### config.mk
export PLATFORM = sky130hd
export DESIGN_NAME = reg_dump_unit
export DESIGN_NICKNAME = d
export VERILOG_FILES = /design/src/rtl/reg_dump_unit_pkg.sv /design/src/rtl/reg_dump_unit_byte_serializer.sv /design/src/rtl/reg_dump_unit.sv
export SDC_FILE = /design/constraint.sdc
export NUM_CORES = 1
export LEC_CHECK = 0
export CAP_MARGIN = 20
export CORE_ASPECT_RATIO = 1.2
export CORE_UTILIZATION = 48
export CTS_CLUSTER_SIZE = 30
export DETAILED_ROUTE_END_ITERATION = 12
export PLACE_DENSITY_LB_ADDON = 0.25
export SYNTH_ARGS = -nofsm -noshare
export SYNTH_HDL_FRONTEND = slang
export SYNTH_HIERARCHICAL = 1
export SYNTH_SLANG_ARGS = --single-unit
### constraint.sdc
create_clock -name i_clk -period 3.41 [get_ports i_clk]
set_clock_uncertainty 0.2 [all_clocks]
set_input_delay 0.8525 -clock i_clk [delete_from_list [all_inputs] [get_ports i_clk]]
set_output_delay 0.8525 -clock i_clk [all_outputs]
set_load 0.05 [all_outputs]
### src/rtl/reg_dump_unit_pkg.sv
// Shared definitions for the register dump unit: FSM state encoding,
// the stream header byte and the bytes-per-register derivation.
// Optional feature macro: REG_DUMP_HEADER_EN adds the HEADER state.
package reg_dump_unit_pkg;

    localparam int         NBITS_DEFAULT = 32;
    localparam int         BYTES_PER_REG = NBITS_DEFAULT / 8;
    localparam logic [7:0] HEADER_BYTE   = 8'hA5;

    typedef enum logic [2:0] {
        ST_IDLE,
        ST_ADDR,
        ST_LOAD,
        ST_SEND,
        ST_DONE
`ifdef REG_DUMP_HEADER_EN
        ,
        ST_HEADER
`endif
    } state_t;

    // Number of bytes a register of the given width occupies on the stream.
    function automatic int bytes_per_reg(input int nbits);
        return nbits / 8;
    endfunction

endpackage

### src/rtl/reg_dump_unit_byte_serializer.sv
// Load/shift register that offers its contents one byte at a time,
// MSB first, under a valid/ready handshake. o_last flags the cycle in
// which the final byte (index i_last_idx) is accepted.
module byte_serializer #(
    parameter int NBITS = 32,
    parameter int CNT_W = 2
) (
    input  logic             i_clk,
    input  logic             i_reset,
    input  logic             i_load,
    input  logic [NBITS-1:0] i_data,
    input  logic             i_en,
    input  logic [CNT_W-1:0] i_last_idx,
    input  logic             i_tx_ready,
    output logic [7:0]       o_tx_data,
    output logic             o_tx_valid,
    output logic             o_last
);

    localparam logic [CNT_W-1:0] CNT_ONE = CNT_W'(1);

    logic [NBITS-1:0] shreg_q, shreg_d;
    logic [CNT_W-1:0] cnt_q, cnt_d;

    // Next shift-register/counter contents: load wins, otherwise shift on handshake.
    always_comb begin
        shreg_d = shreg_q;
        cnt_d   = cnt_q;
        o_last  = 1'b0;
        if (i_load) begin
            shreg_d = i_data;
            cnt_d   = '0;
        end else if (i_en && i_tx_ready) begin
            shreg_d = shreg_q << 8;
            if (cnt_q == i_last_idx) begin
                o_last = 1'b1;
            end else begin
                cnt_d = cnt_q + CNT_ONE;
            end
        end
    end

    // State registers; reset discards any partially sent word.
    always_ff @(posedge i_clk) begin
        if (i_reset) begin
            shreg_q <= '0;
            cnt_q   <= '0;
        end else begin
            shreg_q <= shreg_d;
            cnt_q   <= cnt_d;
        end
    end

    assign o_tx_data  = shreg_q[NBITS-1 -: 8];
    assign o_tx_valid = i_en;

endmodule

### src/rtl/reg_dump_unit.sv
// Register dump unit: walks register addresses 0..TAM-1, reads each one
// through the debug port and streams it out MSB first, then pulses
// o_done. In IDLE it can also issue a single-cycle processor step.
// Optional feature macro: REG_DUMP_HEADER_EN prefixes the stream with 0xA5.
module reg_dump_unit
    import reg_dump_unit_pkg::*;
#(
    parameter int REGS  = 5,
    parameter int NBITS = NBITS_DEFAULT,
    parameter int TAM   = 32
) (
    input  logic             i_clk,
    input  logic             i_reset,
    input  logic             i_start,
    input  logic             i_step_req,
    output logic [REGS-1:0]  o_reg_addr,
    input  logic [NBITS-1:0] i_reg_data,
    output logic             o_step,
    output logic [7:0]       o_tx_data,
    output logic             o_tx_valid,
    input  logic             i_tx_ready,
    output logic             o_busy,
    output logic             o_done
);

    localparam int              BYTES     = bytes_per_reg(NBITS);
    localparam int              CNT_W     = (BYTES > 1) ? $clog2(BYTES) : 1;
    localparam logic [REGS-1:0] LAST_ADDR = REGS'(TAM - 1);
    localparam logic [REGS-1:0] ADDR_ONE  = REGS'(1);

    state_t          state_q, state_d;
    logic [REGS-1:0] addr_q, addr_d;
    logic            step_q, step_d;

    logic             ser_load;
    logic [NBITS-1:0] ser_data;
    logic             ser_en;
    logic [CNT_W-1:0] ser_last_idx;
    logic             ser_last;

    byte_serializer #(
        .NBITS (NBITS),
        .CNT_W (CNT_W)
    ) u_ser (
        .i_clk      (i_clk),
        .i_reset    (i_reset),
        .i_load     (ser_load),
        .i_data     (ser_data),
        .i_en       (ser_en),
        .i_last_idx (ser_last_idx),
        .i_tx_ready (i_tx_ready),
        .o_tx_data  (o_tx_data),
        .o_tx_valid (o_tx_valid),
        .o_last     (ser_last)
    );

    // Next-state, address and step logic plus serializer control.
    always_comb begin
        state_d      = state_q;
        addr_d       = addr_q;
        step_d       = 1'b0;
        ser_load     = 1'b0;
        ser_data     = i_reg_data;
        ser_en       = 1'b0;
        ser_last_idx = CNT_W'(BYTES - 1);
        o_done       = 1'b0;
        case (state_q)
            ST_IDLE: begin
                if (i_start) begin
                    addr_d = '0;
`ifdef REG_DUMP_HEADER_EN
                    // Header goes through the serializer as a one-byte word.
                    ser_load = 1'b1;
                    ser_data = NBITS'(HEADER_BYTE) << (NBITS - 8);
                    state_d  = ST_HEADER;
`else
                    state_d  = ST_ADDR;
`endif
                end else if (i_step_req) begin
                    step_d = 1'b1;
                end
            end
`ifdef REG_DUMP_HEADER_EN
            ST_HEADER: begin
                ser_en       = 1'b1;
                ser_last_idx = '0;
                if (ser_last) begin
                    state_d = ST_ADDR;
                end
            end
`endif
            ST_ADDR: begin
                state_d = ST_LOAD;
            end
            ST_LOAD: begin
                ser_load = 1'b1;
                state_d  = ST_SEND;
            end
            ST_SEND: begin
                ser_en = 1'b1;
                if (ser_last) begin
                    if (addr_q < LAST_ADDR) begin
                        addr_d  = addr_q + ADDR_ONE;
                        state_d = ST_ADDR;
                    end else begin
                        state_d = ST_DONE;
                    end
                end
            end
            ST_DONE: begin
                o_done  = 1'b1;
                addr_d  = '0;
                state_d = ST_IDLE;
            end
            default: begin
                state_d = ST_IDLE;
                addr_d  = '0;
            end
        endcase
    end

    // FSM, address and step registers.
    always_ff @(posedge i_clk) begin
        if (i_reset) begin
            state_q <= ST_IDLE;
            addr_q  <= '0;
            step_q  <= 1'b0;
        end else begin
            state_q <= state_d;
            addr_q  <= addr_d;
            step_q  <= step_d;
        end
    end

    assign o_reg_addr = addr_q;
    assign o_step     = step_q;
    assign o_busy     = (state_q != ST_IDLE);

endmodule

==> metrics.md, run 1 <==
| Metric | Value |
|---|---|
| Max VDD drop | `243 uV` |
| Worst skew pair latency | `0.29 ns` |
| Pwr Total | `0.00118 W` |
| Wire per inst | `between 10 and 15 um` |
| Synthesized area | `2110 um^2` |
| Post-CTS Setup Inserts | `0` |
| Nets | `330` |
| Worst-case reg-to-reg path depth | `7` |
| DRT antenna net count | `0` |
| RD Place Congestion | `0.775` |
| Ys async rst share | `0%` |
| Largest family of logic cells by synthesized area | `simple AND/OR/NAND/NOR gates` |
| Int Power | `0.000877 W` |
| CTS sink cnt | `43` |
| Max-cap violations | `0` |
| Total global-route track usage | `19.6%` |
| Clk slew on worst S/H paths | `approximately 0.080 ns` |
| Num CTS Buffers | `5` |
| Ant diodes | `0` |
| Final slew viol count | `0` |
| Worst path arrival time | `2.12 ns` |
| Largest net degree at the start of global routing | `67` |
| Leak | `1.07 nW` |
| Critical Path Sink Type | `output pin` |
| Initial antenna violation count | `0` |
| Sequential power share | `a little under half` |
| Setup-failing EPs final | `0` |
| Post-DR vias/cell | `5.35` |
| Slew margin rel. | `a little under two thirds` |
| CP Max Fanout | `27` |
| Post-DP HPWL | `2.80 mm` |
| Rows | `26` |
| Clk root buf | `clkbuf_8` |
| Synth area leader | `dfxtp_1` |
| XOR/XNOR share of the synthesized area | `less than 1%` |
| Yosys cell types | `40` |
| Synth area leaders | `dfxtp_1, a211oi_1, and3_1` |
| Post-synth EDFFs | `0` |
| Final WS setup | `0.234 ns` |
| Register bit count reported by yosys | `43` |
| Die area | `4660 um^2` |
| Final TNS setup | `0 ns` |
| First-pass GRT wire length | `7.29 mm` |
| Post-CTS sizing | `0` |
| Die width | `62.5 um` |
| Status | `finished, final reports clean` |
| Gate power share | `18.3%` |
| Core ar. | `around 4200 um^2` |
| Vias in the first global route | `1,664` |
| Sw Share | `about a quarter` |
| DR vias | `1,866` |
| Worst R2R Setup Slack | `0.88 ns` |
| Initial Util | `49.8%` |
| Footprint of the multi-input gates | `1120 um^2` |
| TritonCTS clock tree | `done` |
| Syn Area/Cell | `8.46 um^2` |
| Post-synthesis adder-cell area fraction | `0.594%` |
| Worst hold path type | `flop to flop` |
| CP Launch Type | `flop` |
| RSZ-0062 raised after global routing | `no` |
| Net switching power figure | `approximately 0.00030 W` |
| Port Buf Inserts | `53` |
| Yosys Warn Count | `6` |
| Simple-gate share of the synthesized area | `33.7%` |
| Htree depth | `2` |
| Final hold vios | `0` |
| Worst hold margin | `0.288 ns` |
| TritonRoute pass-1 iters | `6` |
| Sequential share of the synthesized area | `40.9%` |
| Slew at the pin closest to its max-slew limit | `0.545 ns` |
| Routed WL | `4.37 mm` |
| Reg area | `861 um^2` |
| Clock Power Share | `34.5%` |
| Layout fillers | `366` |
| DRT iter0 DRCs | `118` |
| Pwr dens | `about 430 nW/um^2` |
| Hold buffers post-CTS | `0` |
| DP Worst Slack | `0.542 ns` |
| Tmin final | `3.18 ns` |
| Synth Instances | `249` |
| Mux contribution to synthesized area | `0.475%` |
| Chip height | `74.6 um` |
| Post-synth top area share | `40.9%` |
| Maximum clock path buffer count | `2` |
| Complex-gate fraction of the synthesized area | `15.9%` |
| Final period util | `93.1%` |
| Gr ovfl total | `0` |
| Hold Path Depth | `2` |
| Dominant synthesized flop cell | `dfxtp_1` |
| CP Class | `flop to output pin` |
| Layout cells sized above 1 | `7.51%` |
| CP required | `around 2.4 ns` |
| Boundary pin count | `54` |
| Area grow syn2layout | `30.3%` |
| DRC | `0` |
| Max Clk Rate | `0.315 GHz` |
## stage by stage
stage / instances / utilization, % / cell area [um^2]
floorplan: 255 / - / 2130
global placement: 341 / 62.1 / 2630
detailed placement: 341 / 62.1 / 2630
CTS: 349 / 64.9 / 2740
global route: 349 / 64.9 / 2740
finish: 349 / 64.9 / 2740
## final cells by class
cell class                 count  area share (%)
clock buffer                   6            3.01
timing repair buffer          58            20.7
inverter                       3           0.410
sequential                    43            31.4
multi-input combinational    181            40.7
clock inverter                 2            1.28
tap                           56            2.55
## metal layers
metal	vias to the layer above	global-route usage (%)	share of wire, %
met2	42	33.5	45
met1	850	24.2	50
li1	969	-	-
met4	0	9.30	1.2
met5	-	0	0
met3	5	3.37	3.9
## worst paths after layout
kind	end	startpoint
worst max-delay path	o_tx_valid	state_q[2]$_SDFFE_PP0P_
worst min-delay path	u_ser/shreg_q[0]$_SDFFE_PP0P_	u_ser/shreg_q[0]$_SDFFE_PP0P_
worst max register to register	o_reg_addr[4]$_SDFFE_PP0P_	state_q[2]$_SDFFE_PP0P_
worst min register to register	u_ser/shreg_q[0]$_SDFFE_PP0P_	u_ser/shreg_q[0]$_SDFFE_PP0P_
## cells in the final DEF (no fill, tap or decap), types with 3 or more instances in the layout
master	count
clkdlybuf4s50_1	53
dfxtp_1	43
nor3_1	25
and3_1	24
a211oi_1	24
nor2b_1	24
nand2_1	16
a21oi_1	9
nor2_1	8
nand3b_1	8
conb_1	7
clkbuf_8	6
buf_4	5
o21ai_0	4
inv_1	3
nor4_1	3
## cells in the mapped netlist (all sizes together), types with 2 or more instances
cell type and instances:
nor2b 24, nor2 8, xor2 2, inv 3, a211oi 24, nor4 3, nor3 25, a21o 2
a21oi 9, a31oi 2, nand2 16, nand3b 8, and3 25, buf 14, nand4 2, dfxtp 43
clkbuf 14, and2 2, o21ai 4
## worst max-delay path, cell delays in order (launching register included)
cell and delay, ns:
dfxtp_1 0.40, and3b_2 0.54, clkdlybuf4s50_1 0.88
## power by group through the flow
stage          Combinational [W]  Sequential [W]  Clock [W]
4_1_cts                 0.000217        0.000554   0.000414
3_3_place_gp            0.000214        0.000564          0
5_1_grt                 0.000234        0.000559   0.000433
3_5_place_dp            0.000217        0.000565          0
6_report                0.000216        0.000554   0.000407
2_1_floorplan           0.000149        0.000561          0
## logic make-up after synthesis
logic type	after synthesis
other	1
adders and majority gates	1
xor gates and xnor gates	2
DFF	43
buffers and inverters	31
and+or+nand+nor	123
muxes	1
AOI/OAI and AO/OA	47
## sequential cells by signal (all words and copies together) (netlist names)
signal         count
o_reg_addr         5
o_step             1
state_q            3
u_ser/cnt_q        2
u_ser/shreg_q     32
No activity file was read; power rests on OpenSTA's default activity.
==> inputs of run 2 (changes only) <==
--- a/config.mk
+++ b/config.mk
@@ -11,6 +11,7 @@
 export CTS_CLUSTER_SIZE = 30
 export DETAILED_ROUTE_END_ITERATION = 12
 export PLACE_DENSITY_LB_ADDON = 0.25
+export SLEW_MARGIN = 20
 export SYNTH_ARGS = -nofsm -noshare
 export SYNTH_HDL_FRONTEND = slang
 export SYNTH_HIERARCHICAL = 1
==> results of run 2 <==
Final layout, timing and power as in run 1 (identical DEF).
